===== src/rtl/clk_div_pll.sv =====
`default_nettype none
// ============================================================================
// Module   : clk_div_pll
// Brief    : Multi-channel integer clock divider with glitch-free enables,
//            common phase-align sync and a re-qualifying lock indicator.
//            Every output is a register clocked by the reference clock.
// Revision : 1.0 - initial release
// ============================================================================
module clk_div_pll #(
  parameter int NUM_CH      = 2,
  parameter int DIV_W       = 4,
  parameter int LOCK_CYCLES = 16
) (
  input  logic                    i_ref_clk,
  input  logic                    i_rst,
  input  logic [NUM_CH-1:0]       i_en,
  input  logic [NUM_CH*DIV_W-1:0] i_div,
  input  logic                    i_sync,
  output logic [NUM_CH-1:0]       o_clk,
  output logic [NUM_CH-1:0]       o_tick,
  output logic                    o_lock
);

  localparam int LC_W = $clog2(LOCK_CYCLES + 1);

  // Per-channel state
  logic [NUM_CH-1:0] run_q, run_d;
  logic [NUM_CH-1:0] clk_q, clk_d;
  logic [NUM_CH-1:0] tick_q, tick_d;
  logic [DIV_W-1:0]  cnt_q [NUM_CH];
  logic [DIV_W-1:0]  cnt_d [NUM_CH];
  logic [DIV_W-1:0]  div_q [NUM_CH];
  logic [DIV_W-1:0]  div_d [NUM_CH];

  // Sanitised divisor per channel and "latched a different divisor" flags
  logic [DIV_W-1:0]  div_san [NUM_CH];
  logic [NUM_CH-1:0] div_chg;

  // Lock qualification
  logic [LC_W-1:0]   lc_q, lc_d;
  logic              lock_q, lock_d;
  logic              restart;

  // Divide values 0 and 1 fold to 2: divide-by-1 cannot be produced glitch-free
  generate
    for (genvar g = 0; g < NUM_CH; g++) begin : g_san
      assign div_san[g] = (i_div[g*DIV_W +: DIV_W] < DIV_W'(2)) ? DIV_W'(2)
                                                                : i_div[g*DIV_W +: DIV_W];
    end
  endgenerate

  // Next-state for each channel; divisor and enable are only honoured at a period boundary
  always_comb begin
    for (int c = 0; c < NUM_CH; c++) begin
      run_d[c]   = run_q[c];
      cnt_d[c]   = cnt_q[c];
      div_d[c]   = div_q[c];
      clk_d[c]   = 1'b0;
      tick_d[c]  = 1'b0;
      div_chg[c] = 1'b0;
      if (i_sync) begin
        run_d[c]   = i_en[c];
        cnt_d[c]   = '0;
        div_d[c]   = div_san[c];
        clk_d[c]   = i_en[c];
        tick_d[c]  = i_en[c];
        div_chg[c] = (div_san[c] != div_q[c]);
      end else if (!run_q[c]) begin
        if (i_en[c]) begin
          run_d[c]   = 1'b1;
          cnt_d[c]   = '0;
          div_d[c]   = div_san[c];
          clk_d[c]   = 1'b1;
          tick_d[c]  = 1'b1;
          div_chg[c] = (div_san[c] != div_q[c]);
        end
      end else if (cnt_q[c] == (div_q[c] - DIV_W'(1))) begin
        cnt_d[c] = '0;
        if (i_en[c]) begin
          div_d[c]   = div_san[c];
          clk_d[c]   = 1'b1;
          tick_d[c]  = 1'b1;
          div_chg[c] = (div_san[c] != div_q[c]);
        end else begin
          run_d[c] = 1'b0;
        end
      end else begin
        cnt_d[c] = cnt_q[c] + DIV_W'(1);
        // High for the first floor(div/2) counts of the period
        clk_d[c] = (({1'b0, cnt_q[c]} + (DIV_W+1)'(1)) < ({1'b0, div_q[c]} >> 1));
      end
    end
  end

  // Lock counter restarts on sync or any real frequency change, otherwise saturates
  always_comb begin
    restart = i_sync | (|div_chg);
    lc_d    = lc_q;
    lock_d  = lock_q;
    if (restart) begin
      lc_d   = '0;
      lock_d = 1'b0;
    end else begin
      if (lc_q != LC_W'(LOCK_CYCLES)) begin
        lc_d = lc_q + LC_W'(1);
      end
      if (lc_q >= LC_W'(LOCK_CYCLES - 1)) begin
        lock_d = 1'b1;
      end
    end
  end

  // State registers with synchronous reset; reset abandons any partial period
  always_ff @(posedge i_ref_clk) begin
    if (i_rst) begin
      run_q  <= '0;
      clk_q  <= '0;
      tick_q <= '0;
      for (int c = 0; c < NUM_CH; c++) begin
        cnt_q[c] <= '0;
        div_q[c] <= '0;
      end
      lc_q   <= '0;
      lock_q <= 1'b0;
    end else begin
      run_q  <= run_d;
      clk_q  <= clk_d;
      tick_q <= tick_d;
      for (int c = 0; c < NUM_CH; c++) begin
        cnt_q[c] <= cnt_d[c];
        div_q[c] <= div_d[c];
      end
      lc_q   <= lc_d;
      lock_q <= lock_d;
    end
  end

  assign o_clk  = clk_q;
  assign o_tick = tick_q;
  assign o_lock = lock_q;

endmodule
`default_nettype wire


===== config.mk =====
export PLATFORM = sky130hd
export DESIGN_NAME = clk_div_pll
export DESIGN_NICKNAME = d
export VERILOG_FILES = /design/src/rtl/clk_div_pll.sv
export SDC_FILE = /design/constraint.sdc
export NUM_CORES = 1
export LEC_CHECK = 0
export CAP_MARGIN = 20
export CORE_ASPECT_RATIO = 0.7
export CORE_UTILIZATION = 56
export CTS_CLUSTER_DIAMETER = 60
export DETAILED_ROUTE_END_ITERATION = 7
export PLACE_DENSITY_LB_ADDON = 0.3
export SYNTH_ARGS = -nofsm -noshare
export SYNTH_HDL_FRONTEND = slang
export SYNTH_SLANG_ARGS = --single-unit

===== constraint.sdc =====
create_clock -name i_ref_clk -period 2.6 [get_ports i_ref_clk]
set_input_delay 0.65 -clock i_ref_clk [delete_from_list [all_inputs] [get_ports i_ref_clk]]
set_output_delay 0.65 -clock i_ref_clk [all_outputs]
set_load 0.005 [all_outputs]

### After elaboration in Yosys (flattened, before gate mapping)

Memory sizes are Yosys's and may differ from the RTL's.
Index checks and enable logic that the tools add are counted.
W data, S select, Z words.

* eq/ne operators: 5
* add/sub/neg operators: 7
* bitwise logic cells: 5
* mux-type cells: 53
* order comparisons: 5
* reduce and logical (&&, ||, !) cells: 2

Operators by type and width (count)
* $mux W4: 22
* $mux W1: 31
* $add A4 B1 Y5 const B: 2
* $lt A5 B3 Y1: 2
* $add A4 B1 Y4 const B: 2
* $eq A4 B4 Y1: 2
* $lt A4 B2 Y1 const B: 2
* $ne A4 B4 Y1: 2
* $sub A4 B1 Y4 const B: 2
* $add A5 B1 Y5 const B: 1
* $ge A5 B4 Y1 const B: 1
* $ne A5 B5 Y1 const B: 1
* $or A1 B1 Y1: 5
* $reduce_or A2 Y1: 2

* input bits: 13
* register bits: 12
* memory bits (writable): 16
* output and inout port bits: 5
* memories: 2

Memories
* cnt_q: words 2, bits a word 4, read ports 2, clocked after memory_dff 0, write ports 2, RTL line 30 `logic [DIV_W-1:0] cnt_q [NUM_CH];`
* div_q: words 2, bits a word 4, read ports 2, clocked after memory_dff 0, write ports 2, RTL line 32 `logic [DIV_W-1:0] div_q [NUM_CH];`

### Longest topological paths before layout

Gate-level depths: netlist of the first run.

* depth after elaboration: 10
* mapped depth: 7
* mapped depth without buffers: 7

### Least setup slack after synthesis of the first run

Ideal clock, no wire load.

* kind: register -> register
* from: mem div_q[1][0], in the netlist div_q[0][4]
* to: reg lc_q[2]
* required time: 2.452 ns
* arrival time: 1.701 ns
* library setup time: 0.148 ns
* path slack: 0.751 ns
* buffers on the path: 0
* cell stages (with the launch flop): 8
* period minus slack after synthesis: 1.849 ns
* path through: dfxtp_1 -> inv_1 -> ha_1 -> xnor2_1 -> nor3_4 -> a21oi_4 -> o31ai_4 -> nor4_2

RTL lines
* from (decl): RTL line 32
* to (signal assigned): RTL line 133 `lc_q <= lc_d;`
* to (decl): RTL line 40 `logic [LC_W-1:0] lc_q, lc_d;`

### Worst setup path after layout of the first run

* from: in i_div[7]
* to: reg lc_q[2]

* word-level cells in the longest chain between the ends: 10

Ends and longest elaborated chain
* from (decl): RTL line 17 `input logic [NUM_CH*DIV_W-1:0] i_div,`
* $lt A4 B2 Y1: RTL line 47 `assign div_san[g] = (i_div[g*DIV_W +: DIV_W] < DIV_W'(2)) ? DIV_W'(2)`
* $mux W4 (*): RTL line 47
* $ne A4 B4 Y1 (*): RTL line 67, 75, 83
* $mux W1: RTL line 69, 79
* $mux W1: RTL line 77 `end else if (cnt_q[c] == (div_q[c] - DIV_W'(1))) begin`
* $mux W1: RTL line 68 `end else if (!run_q[c]) begin`
* $mux W1 (*): RTL line 61 `if (i_sync) begin`
* $reduce_or A2 Y1 (*): RTL line 97 `restart = i_sync | (|div_chg);`
* $or A1 B1 Y1 (*): RTL line 97
* $reduce_or A2 Y1 (no line) (*)

Every way passes the cells marked *; elsewhere a longest branch is shown, timed or not.
A chain may end at the register's enable or synchronous reset.

==> impl_metrics.env, run 1 <==
export IMPL_worst_setup_path_end_kind="flop"
export IMPL_synthXorXnorAreaFrac=0.132
export IMPL_gr_usage_met2=0.386
export IMPL_cts_root_buf="clkbuf_8"
export IMPL_dr_total_vias=1424
export IMPL_cts_setup_buffers=0
export IMPL_final_util=0.701
export IMPL_grt_use_met1=0.330
export IMPL_wl_per_cell_um=15.2
export IMPL_rows=16
export IMPL_core_area_um2=2840
export IMPL_hold_violations=0
export IMPL_synth_compound_area_frac=0.190
export IMPL_grt_overflow_total=0
export IMPL_min_path_cells=2
export IMPL_ys_types=49
export IMPL_drive_above_1_share=0.0955
export IMPL_hold_class="reg2reg"
export IMPL_wirelength_um=3570
export IMPL_fp_dieW_um=67.8
export IMPL_drt_pass1_iterations=4
export IMPL_grt_pass1_wl_um=5690
export IMPL_hold_buffers=0
export IMPL_fin_nets=224
export IMPL_numCtsBuffers=3
export IMPL_max_freq_mhz=454
export IMPL_antenna_cells=0
export IMPL_synthAdderAreaFrac=0.0810
export IMPL_path_max_fanout=6
export IMPL_relSlewSlack=0.405
export IMPL_seq_power_share=0.462
export IMPL_cts_buffer_depth=2
export IMPL_synth_fp_nets=202
export IMPL_pwr_share_comb=0.201
export IMPL_r2r_cells=7
export IMPL_syn_area_um2=1700
export IMPL_cellPowerDensity_nw_per_um2=509
export IMPL_area_growth_pct=17.3
export IMPL_gp_congestion=0.878
export IMPL_leakage_nw=0.755
export IMPL_drc=0
export IMPL_synth_simple_area_share=0.180
export IMPL_num_io_pins=18
export IMPL_fin_crit_ns=2.20
export IMPL_path_clk_slew_ns=0.09
export IMPL_required_ns=2.80
export IMPL_p_sw_w=0.000265
export IMPL_grt_pass1_vias=1196
export IMPL_cts_tree="done"
export IMPL_antenna_found_initial=0
export IMPL_drt_iter0_markers=69
export IMPL_switching_share=0.261
export IMPL_cts_htree_levels=1
export IMPL_critPathLaunchType="input port"
export IMPL_setup_viol=0
export IMPL_fin_setup_tns_ns=0
export IMPL_skew_ns=0.00325
export IMPL_ys_dominant_reg_cell="dfxtp_1"
export IMPL_via_per_inst=6.06
export IMPL_start_util=0.598
export IMPL_maxCapViolations=0
export IMPL_vdd_drop_max_v=0.000364
export IMPL_cts_sinks=28
export IMPL_post_route_period_util=0.848
export IMPL_die_h_um=48.1
export IMPL_grt_max_degree=17
export IMPL_clock_latency_ns=0.28
export IMPL_arrival_ns=2.40
export IMPL_tightest_slew_ns=0.879
export IMPL_grt_usage=0.244
export IMPL_final_common_cell="dfxtp_1"
export IMPL_synthMuxAreaShare=0.0501
export IMPL_synth_seq_cells=28
export IMPL_critical_path_class="in2reg"
export IMPL_p_int_w=0.000750
export IMPL_synth_avg_cell_area_um2=9.55
export IMPL_final_cell_mix="dfxtp_1, nor2_1, clkdlybuf4s50_1, inv_1, xnor2_1"
export IMPL_status="finished clean"
export IMPL_grt_use_met3=0.0571
export IMPL_synth_warnings=0
export IMPL_io_buffers=17
export IMPL_synth_edff_count=0
export IMPL_synth_top_family_by_area="compound AO/OA/AOI/OAI gates"
export IMPL_rsz0062_at_grt="false"
export IMPL_ys_seq_area_frac=0.330
export IMPL_grt_busiest_layer="met2"
export IMPL_cts_repair_resized=0
export IMPL_p_clk_frac=0.337
export IMPL_async_flop_share=0
export IMPL_synthCells=178
export IMPL_hpwl_um=2740
export IMPL_die_area_um2=3260
export IMPL_slew_viol_final=0
export IMPL_antenna_left=0
-- routing by layer --
metal,up-vias,part of all wire,routed length (um)
met4,0,0.020,71
met5,-,0,0
met3,8,0.049,174
met2,47,0.45,1620
met1,680,0.48,1700
li1,689,-,-
-- sequential cells by signal (all words and copies together), names as in the netlist --
register and cells:
lc_q 5, div_q 8, o_tick 2, o_clk 2, cnt_q 8, o_lock 1, run_q 2
-- cells in the mapped netlist (3+ instances only) --
cell	n	area share
dfxtp_1	28	0.33
nor2_1	17	0.038
inv_1	15	0.033
xnor2_1	13	0.067
ha_1	11	0.081
nor3_1	11	0.032
mux2i_1	7	0.041
xor2_1	7	0.036
a211oi_1	5	0.022
nand3_1	5	0.015
nand4_1	5	0.018
o21ai_0	5	0.015
a21o_1	4	0.018
a31oi_1	3	0.011
-- kinds of logic after synthesis --
kind of cell,count (synthesis)
buffers and inverters,17
adder cells (fa/ha/maj),11
flip-flops,28
multiplexers,8
AO/OA/AOI/OAI,38
AND/OR/NAND/NOR,54
XOR/XNOR,22
-- worst paths after layout --
kind / start / endpoint / slack [ns]
worst max register to register: div_q[0][4] / lc_q[2] / 0.48
worst min register to register: lc_q[0] / o_lock / 0.56
worst min-delay path: lc_q[0] / o_lock / 0.56
worst max-delay path: i_div[7] / lc_q[2] / 0.40
-- power by group through the flow --
stage / clock network (W) / registers [W] / logic [W]
5_1_grt: 0.000374 / 0.000471 / 0.000223
6_report: 0.000342 / 0.000469 / 0.000204
2_1_floorplan: 0 / 0.000473 / 0.000139
3_5_place_dp: 0 / 0.000478 / 0.000201
4_1_cts: 0.000354 / 0.000468 / 0.000203
3_3_place_gp: 0 / 0.000476 / 0.000191
-- area by class of cell --
cell class / instances / area, um^2
clock buffers: 3 / 41.3
clock inverters: 1 / 30.0
fillers: 226 / 850
inverters: 15 / 56.3
multi-input cells: 133 / 1070
flip-flops and latches: 28 / 561
well taps: 36 / 45.0
repair buffers: 19 / 185
-- through the flow --
step / hold slack, ns / worst slack (ns) / power [W] / cell area (um^2) / std cells
2_1_floorplan: 0.498 / 0.751 / 0.000611 / 1700 / 178
3_3_place_gp: 0.521 / 0.239 / 0.000668 / 1920 / 231
3_5_place_dp: 0.544 / 0.110 / 0.000679 / 1920 / 231
4_1_cts: 0.558 / 0.417 / 0.00102 / 1990 / 235
5_1_grt: 0.583 / 0.272 / 0.00107 / 1990 / 235
6_report: 0.558 / 0.396 / 0.00102 / 1990 / 235
-- critical path, cell delays in order --
cell and delay, ns:
clkdlybuf4s50_1 0.51, o31ai_1 0.44, xnor2_1 0.11, a31oi_1 0.28, o31ai_4 0.13, nor4_2 0.28
(Power assumes the default switching activity.)
==> run 2: changes to the inputs <==
==> constraint.sdc (replaced) <==
create_clock -name i_ref_clk -period 2.1 [get_ports i_ref_clk]
set_input_delay 0.525 -clock i_ref_clk [delete_from_list [all_inputs] [get_ports i_ref_clk]]
set_output_delay 0.525 -clock i_ref_clk [all_outputs]
set_load 0.005 [all_outputs]
==> impl_metrics.env, run 2 (synthesized netlist as in run 1, its figures left out) <==
export IMPL_hold_violations=0
export IMPL_required_ns=2.29
export IMPL_slowest_delay_ns=0.40
export IMPL_cts_tree="done"
export IMPL_fin_setup_tns_ns=0
export IMPL_fill_cells=202
export IMPL_drt_pass1_iterations=4
export IMPL_clock_latency_ns=0.29
export IMPL_relSlewSlack=0.731
export IMPL_p_int_w=0.000958
export IMPL_grt_pass1_vias=1246
export IMPL_wirelength_um=3670
export IMPL_slew_viol_final=0
export IMPL_via_per_inst=5.72
export IMPL_cts_buffer_depth=2
export IMPL_cp_cell_sequence="inv_1, ha_1, xnor2_1, nor3_2, a21o_1, nor4_1, or2_1"
export IMPL_cts_htree_levels=1
export IMPL_reg_largest_list="cnt_q x8, div_q x8, lc_q x5"
export IMPL_p_sw_w=0.000345
export IMPL_grt_pass1_wl_um=5710
export IMPL_path_clk_slew_ns=0.10
export IMPL_vdd_drop_max_v=0.000630
export IMPL_post_dp_cell_area_um2=2060
export IMPL_switching_share=0.265
export IMPL_cp_top_family="simple AND/OR/NAND/NOR gates"
export IMPL_p_clk_frac=0.336
export IMPL_grt_max_degree=17
export IMPL_leakage_nw=0.843
export IMPL_io_buffers=17
export IMPL_dr_total_vias=1442
export IMPL_rows=16
export IMPL_pwr_share_comb=0.224
export IMPL_critPathLaunchType="flop"
export IMPL_fin_nets=241
export IMPL_max_freq_mhz=506
export IMPL_path_max_fanout=7
export IMPL_core_area_um2=2840
export IMPL_drc=0
export IMPL_antenna_cells=0
export IMPL_cts_sinks=28
export IMPL_skew_ns=0.00587
export IMPL_seq_power_share=0.440
export IMPL_hpwl_um=2900
export IMPL_start_util=0.598
export IMPL_ff_latch_area_um2=561
export IMPL_hold_buffers=0
export IMPL_gp_congestion=0.823
export IMPL_cellPowerDensity_nw_per_um2=611
export IMPL_tightest_slew_ns=0.400
export IMPL_cts_repair_resized=0
export IMPL_fin_crit_ns=1.98
export IMPL_wl_per_cell_um=14.6
export IMPL_arrival_ns=2.17
export IMPL_post_route_period_util=0.942
export IMPL_final_cell_mix="dfxtp_1, buf_4, nor2_1, clkdlybuf4s50_1, inv_1"
export IMPL_numCtsBuffers=3
export IMPL_fin_area_um2=2130
export IMPL_drive_above_1_share=0.167
export IMPL_antenna_found_initial=0
export IMPL_rsz0062_at_grt="false"
export IMPL_multiInputGateArea_um2=1070
export IMPL_final_util=0.750
export IMPL_critical_path_class="reg2reg"
export IMPL_worst_setup_path_end_kind="flop"
export IMPL_cts_root_buf="clkbuf_8"
export IMPL_die_area_um2=3260
export IMPL_grt_overflow_total=0
export IMPL_fp_dieW_um=67.8
export IMPL_maxCapViolations=0
export IMPL_cts_setup_buffers=0
export IMPL_crit_buf_inv=1
export IMPL_status="finished clean"
export IMPL_die_h_um=48.1
export IMPL_area_growth_pct=25.6
export IMPL_grt_usage=0.250
export IMPL_antenna_left=0
export IMPL_drt_iter0_markers=48
export IMPL_final_common_cell="dfxtp_1"
export IMPL_num_io_pins=18
export IMPL_setup_viol=0
export IMPL_cp_slowest_cell="dfxtp_1"
export IMPL_hold_class="reg2reg"
[run 2: final cells by class]
| type | instances | area share |
|---|---|---|
| clock buffers | 3 | 0.0194 |
| clock inverters | 1 | 0.0141 |
| inverters | 15 | 0.0264 |
| multi-input cells | 133 | 0.504 |
| flip-flops and latches | 28 | 0.263 |
| well taps | 36 | 0.0211 |
| repair buffers | 36 | 0.152 |
[run 2: metal layers]
| layer | up-vias | GRT usage | wire length (um) |
|---|---|---|---|
| met2 | 53 | 0.400 | 1650 |
| met1 | 661 | 0.330 | 1790 |
| li1 | 724 | - | - |
| met3 | 4 | 0.0643 | 196 |
| met5 | - | 0 | 0 |
| met4 | 0 | 0.0958 | 41 |
[run 2: metrics by stage]
stage                     total power (W)  std cells  hold WS [ns]  setup WS (ns)
final                             0.00130        252         0.501          0.122
after global placement           0.000863        248         0.475        -0.0583
after detailed placement         0.000876        248         0.488         -0.177
after global routing              0.00136        252         0.534        0.00555
after floorplan                  0.000757        178         0.498          0.251
after CTS                         0.00131        252         0.504          0.125
[run 2: worst min-delay path, stage by stage (launching register included)]
cell	delay, ns
dfxtp_1	0.32
inv_1	0.07
a211oi_1	0.07
[run 2: path summary, 6_finish.rpt]
kind                                  start          end  slack [ns]  cells after the start
worst min-delay path            div_q[0][5]  div_q[0][5]        0.50                      2
worst max register to register  div_q[0][1]     o_clk[0]        0.12                      7
worst max-delay path            div_q[0][1]     o_clk[0]        0.12                      7
worst min register to register  div_q[0][5]  div_q[0][5]        0.50                      2
[run 2: power groups by stage]
stage / clock network, W / logic (W) / registers, W
6_report: 0.000437 / 0.000292 / 0.000573
3_3_place_gp: 0 / 0.000279 / 0.000584
3_5_place_dp: 0 / 0.000290 / 0.000585
2_1_floorplan: 0 / 0.000172 / 0.000585
4_1_cts: 0.000448 / 0.000291 / 0.000573
5_1_grt: 0.000466 / 0.000319 / 0.000577
